### src/rtl/seq_pkg.sv
// Shared definitions for the seq calculator serial path: UART receiver states,
// instruction opcodes and default line timing.
package seq_pkg;

    typedef enum logic [2:0] {
        IDLE,
        START,
        DATA,
        STOP,
        BREAK
    } uart_state_t;

    localparam logic [1:0] OP_PUSH = 2'b00;
    localparam logic [1:0] OP_ADD  = 2'b01;
    localparam logic [1:0] OP_MULT = 2'b10;
    localparam logic [1:0] OP_SEND = 2'b11;

    localparam int DEF_CLK_HZ = 100_000_000;
    localparam int DEF_BAUD   = 1_000_000;

endpackage

### src/rtl/uart_bit_timer.sv
// Free-running bit-period counter with synchronous clear; flags the half-bit and
// last-cycle-of-bit points so both the receive and transmit sides can share it.
module uart_bit_timer #(
    parameter int CLKS_PER_BIT = 100
) (
    input  logic clk,
    input  logic rst_n,
    input  logic i_clear,
    output logic o_half,
    output logic o_full
);

    localparam int CW = $clog2(CLKS_PER_BIT);
    localparam logic [CW-1:0] HALF_CNT = CW'(CLKS_PER_BIT / 2 - 1);
    localparam logic [CW-1:0] LAST_CNT = CW'(CLKS_PER_BIT - 1);

    logic [CW-1:0] r_count;

    // Wraps to zero after the last cycle so consecutive data bits stay one period apart.
    always_ff @(posedge clk or negedge rst_n) begin
        if (!rst_n) begin
            r_count <= '0;
        end else if (i_clear || (r_count == LAST_CNT)) begin
            r_count <= '0;
        end else begin
            r_count <= r_count + CW'(1);
        end
    end

    assign o_half = (r_count == HALF_CNT);
    assign o_full = (r_count == LAST_CNT);

endmodule

### src/rtl/uart_inst_rx.sv
// 8N1 UART receiver that turns serial bytes into instruction words on the same
// inst_wd/inst_vld strobe interface the button/switch path uses.
module uart_inst_rx
    import seq_pkg::*;
#(
    parameter int CLK_HZ = DEF_CLK_HZ,
    parameter int BAUD   = DEF_BAUD
) (
    input  logic       clk,
    input  logic       rst_n,
    input  logic       RsRx,
    output logic [7:0] inst_wd,
    output logic       inst_vld,
    output logic       frm_err,
    output logic       rx_busy
);

    localparam int CLKS_PER_BIT = CLK_HZ / BAUD;

    logic [1:0]  r_sync;
    uart_state_t r_state;
    uart_state_t w_stateNext;
    logic [7:0]  r_shreg;
    logic [2:0]  r_bitIdx;
    logic [7:0]  r_instWd;
    logic        r_instVld;
    logic        r_frmErr;
    logic        w_rxS;
    logic        w_clear;
    logic        w_half;
    logic        w_full;

    // Idle-high reset value keeps a released line from looking like a start bit.
    always_ff @(posedge clk or negedge rst_n) begin
        if (!rst_n) begin
            r_sync <= 2'b11;
        end else begin
            r_sync <= {r_sync[0], RsRx};
        end
    end

    assign w_rxS = r_sync[1];

    uart_bit_timer #(
        .CLKS_PER_BIT(CLKS_PER_BIT)
    ) u_bit_timer (
        .clk     (clk),
        .rst_n   (rst_n),
        .i_clear (w_clear),
        .o_half  (w_half),
        .o_full  (w_full)
    );

    always_ff @(posedge clk or negedge rst_n) begin
        if (!rst_n) begin
            r_state <= IDLE;
        end else begin
            r_state <= w_stateNext;
        end
    end

    always_comb begin
        w_stateNext = r_state;
        case (r_state)
            IDLE:    if (!w_rxS) w_stateNext = START;
            START:   if (w_half) w_stateNext = w_rxS ? IDLE : DATA;
            DATA:    if (w_full && (r_bitIdx == 3'd7)) w_stateNext = STOP;
            STOP:    if (w_full) w_stateNext = w_rxS ? IDLE : BREAK;
            BREAK:   if (w_rxS) w_stateNext = IDLE;
            default: w_stateNext = IDLE;
        endcase
        w_clear = (w_stateNext != r_state);
    end

    // A low stop bit leaves inst_wd untouched so the consumer never sees a torn byte.
    always_ff @(posedge clk or negedge rst_n) begin
        if (!rst_n) begin
            r_shreg   <= '0;
            r_bitIdx  <= '0;
            r_instWd  <= '0;
            r_instVld <= 1'b0;
            r_frmErr  <= 1'b0;
        end else begin
            r_instVld <= 1'b0;
            r_frmErr  <= 1'b0;
            if (r_state == START) begin
                r_bitIdx <= '0;
            end
            if ((r_state == DATA) && w_full) begin
                r_shreg[r_bitIdx] <= w_rxS;
                r_bitIdx          <= r_bitIdx + 3'd1;
            end
            if ((r_state == STOP) && w_full) begin
                if (w_rxS) begin
                    r_instWd  <= r_shreg;
                    r_instVld <= 1'b1;
                end else begin
                    r_frmErr <= 1'b1;
                end
            end
        end
    end

    assign inst_wd  = r_instWd;
    assign inst_vld = r_instVld;
    assign frm_err  = r_frmErr;
    assign rx_busy  = (r_state != IDLE);

endmodule

### config.mk
export PLATFORM = sky130hd
export DESIGN_NAME = uart_inst_rx
export DESIGN_NICKNAME = d
export VERILOG_FILES = /design/src/rtl/seq_pkg.sv /design/src/rtl/uart_bit_timer.sv /design/src/rtl/uart_inst_rx.sv
export SDC_FILE = /design/constraint.sdc
export NUM_CORES = 1
export LEC_CHECK = 0
export ABC_CLOCK_PERIOD_IN_PS = 1900
export CAP_MARGIN = 0
export CORE_UTILIZATION = 25
export CTS_CLUSTER_DIAMETER = 150
export DETAILED_ROUTE_END_ITERATION = 8
export SYNTH_ARGS = -nofsm -noshare
export SYNTH_HDL_FRONTEND = slang
export SYNTH_SLANG_ARGS = --single-unit
export TNS_END_PERCENT = 10
### constraint.sdc
create_clock -name clk -period 1.9 [get_ports clk]
set_input_delay 0.38 -clock clk [delete_from_list [all_inputs] [get_ports clk]]
set_output_delay 0.38 -clock clk [all_outputs]
set_load 0.1 [all_outputs]
==> flow_metrics.env <==
export IMPL_start_util_pct=26.5
export IMPL_hold_viol=0
export IMPL_ctsHoldBuffers=0
export IMPL_cp_end_kind="register"
export IMPL_clockPowerShare_pct=41.0
export IMPL_maxCapViolations=0
export IMPL_io_buffer_count=13
export IMPL_fp_dieW_um=82.1
export IMPL_min_period_ns=1.79
export IMPL_htree_num_levels=2
export IMPL_place_congestion=0.766
export IMPL_comb_power_share_pct=1.7
export IMPL_seq_power_share_pct=57.4
export IMPL_grt_ovfl_total=0
export IMPL_yosysSeqAreaShare_pct=51.6
export IMPL_arrival_ns=1.94
export IMPL_clk_pin_slew_ns=0.06
export IMPL_ios=14
export IMPL_hp_class="register to register"
export IMPL_nets=159
export IMPL_root_buffer="clkbuf_8"
export IMPL_cp_start_kind="register"
export IMPL_post_place_ws_ns=0.100
export IMPL_internal_power_w=0.000966
export IMPL_power_density_mw_per_mm2=658
export IMPL_routed_via_density=4.83
export IMPL_fin_crit_sh_pct=94.0
export IMPL_dr_pass1_iters=4
export IMPL_finalClockSkew_ns=0.00918
export IMPL_cp_required_ns=2.05
export IMPL_dpl_hpwl_um=2080
export IMPL_synth_warnings=0
export IMPL_final_common_cell="dfrtp_1"
export IMPL_rows=28
export IMPL_critical_path_class="register to register"
export IMPL_switchingPower_w=0.000275
export IMPL_vdd_drop_max_mv=0.368
export IMPL_nFillCells=619
export IMPL_cts_max_path_buffers=2
export IMPL_tightest_slew_ns=0.458
export IMPL_ant_nets=0
export IMPL_grt_pass1_wl_um=5100
export IMPL_crit_fanout=7
export IMPL_coreArea_sq_mm=0.00606
export IMPL_cts_sinks=33
export IMPL_leakage_nw=0.874
export IMPL_swShare_pct=22.1
export IMPL_rsz0062_at_grt="false"
export IMPL_drive_gt1_share_pct=30.7
export IMPL_synth_cell_type_count=42
export IMPL_first_iter_violations=56
export IMPL_drc=0
export IMPL_n_antenna_cell=0
export IMPL_grt_max_degree=34
export IMPL_wl_per_cell_um=13.2
export IMPL_syn_area_sq_mm=0.00160
export IMPL_synthToLayoutAreaGrowth_pct=17.6
export IMPL_die_area_sq_mm=0.00674
export IMPL_status="finished clean"
export IMPL_layout_setup_ws_ns=0.113
export IMPL_final_cell_mix="dfrtp_1, mux2_2, buf_4"
export IMPL_setup_viol=0
export IMPL_cts_made_buffers=5
export IMPL_synthCells=136
export IMPL_final_max_slew_viol_count=0
export IMPL_clock_latency_ns=0.29
export IMPL_max_slew_margin_rel_pct=69.4
export IMPL_vias=1101
export IMPL_antenna_found_initial=0
export IMPL_die_h_um=82.1
export IMPL_tns_ns=0
export IMPL_clock_fmax_ghz=0.560
export IMPL_cts_tree="built"
export IMPL_track_usage_pct=10.3
export IMPL_cts_resized=1
export IMPL_wl_um=3010
export IMPL_syn_num_nets=143
export IMPL_grt_pass1_vias=1078
export IMPL_syn_area_per_cell_sq_um=11.8
export IMPL_ys_ff_latch=33
export IMPL_postCtsSetupBuffers=0
==> through the flow <==
| stage | std cells | cell area (sq um) | util (%) | total power, W | hold slack, ns |
|---|---|---|---|---|---|
| final | 228 | 1890 | 31.1 | 0.00124 | 0.355 |
| after global routing | 228 | 1890 | 31.1 | 0.00129 | 0.359 |
| after CTS | 228 | 1880 | 31.0 | 0.00126 | 0.357 |
| after detailed placement | 220 | 1800 | 29.6 | 0.000747 | 0.348 |
| after global placement | 220 | 1800 | 29.6 | 0.000747 | 0.346 |
| after floorplan | 136 | 1610 | - | 0.000727 | 0.0844 |
==> area by class of cell <==
class | instances | area, sq um | share of cell area (%)
Sequential cell | 33 | 830 | 44.0
Multi-Input combinational cell | 93 | 732 | 38.8
Timing Repair Buffer | 16 | 138 | 7.29
Tap cell | 75 | 93.8 | 4.97
Clock buffer | 6 | 72.6 | 3.85
Inverter | 3 | 11.3 | 0.597
Clock inverter | 2 | 10.0 | 0.531
==> cells by family after synthesis <==
logic type      count (synthesis)  share of synthesized area (%)
buf+inv                        10                           3.20
simple gates                   53                           20.7
mux                            16                           11.2
fa+ha+maj                       4                           3.12
xor+xnor                        5                           2.73
flops                          33                           51.6
compound gates                 15                           7.33
==> state kept, by name (all words and copies together), names as in the netlist <==
signal,cells
inst_vld,1
u_bit_timer.r_count,7
r_bitIdx,3
r_shreg,8
inst_wd,8
r_state,3
frm_err,1
r_sync,2
==> critical path, cell delays in order, from the launching register on <==
cell,delay (ns)
dfrtp_1,0.44
or4b_2,0.69
o32ai_1,0.21
a21o_2,0.23
nor3_1,0.08
==> power groups by stage <==
| stage | Clock, W | Combinational (W) | Sequential (W) |
|---|---|---|---|
| floorplan | 0 | 0.00000672 | 0.000720 |
| global placement | 0 | 0.0000217 | 0.000725 |
| detailed placement | 0 | 0.0000218 | 0.000725 |
| CTS | 0.000526 | 0.0000221 | 0.000712 |
| global route | 0.000552 | 0.0000247 | 0.000712 |
| finish | 0.000508 | 0.0000205 | 0.000712 |
==> cells in the mapped netlist (all sizes together) <==
cell     n  area (sq um)
nand3   10          50.1
nor2b    2          12.5
a32o     2          20.0
and3     1          6.26
a21oi    2          10.0
a22oi    1          7.51
inv      3          11.3
nor3     9          45.0
o32ai    1          8.76
a22o     3          26.3
o41ai    1          8.76
mux2    16           180
a21o     1          8.76
nor2    10          45.0
xnor2    3          26.3
nand4    3          33.8
buf      3          23.8
dfstp    2          52.6
clkbuf   4          16.3
and2b    1          8.76
nor4b    1          23.8
or4b     1          10.0
ha       4          50.1
nor4     1          6.26
o22ai    1          6.26
or2      1          6.26
or3      2          12.5
nand4b   2          32.5
nand2    8          30.0
a41oi    1          8.76
xor2     2          17.5
o21ai    1          5.00
a211oi   1          7.51
dfrtp   31           776
and4b    1          10.0
==> routing by layer <==
metal	up-vias	routed length (um)	track usage [%]
li1	527	-	-
met1	550	1450	13.1
met2	18	1380	15.7
met3	6	116	3.30
met4	0	59	4.74
met5	-	0	0
==> worst paths after layout <==
check	startpoint	to	slack, ns	depth (start not counted)
hold / removal	r_sync[0]$_DFF_PN1_	r_sync[1]$_DFF_PN1_	0.35	0
hold reg to reg	r_sync[0]$_DFF_PN1_	r_sync[1]$_DFF_PN1_	0.35	0
setup reg to reg	u_bit_timer.r_count[3]$_DFF_PN0_	u_bit_timer.r_count[5]$_DFF_PN0_	0.11	4
setup / recovery	u_bit_timer.r_count[3]$_DFF_PN0_	u_bit_timer.r_count[5]$_DFF_PN0_	0.11	4
max in group asynchronous	rst_n	r_sync[1]$_DFF_PN1_	1.08	2
min in group asynchronous	rst_n	inst_wd[5]$_DFFE_PN0P_	0.49	2
(Power assumes the default switching activity.)
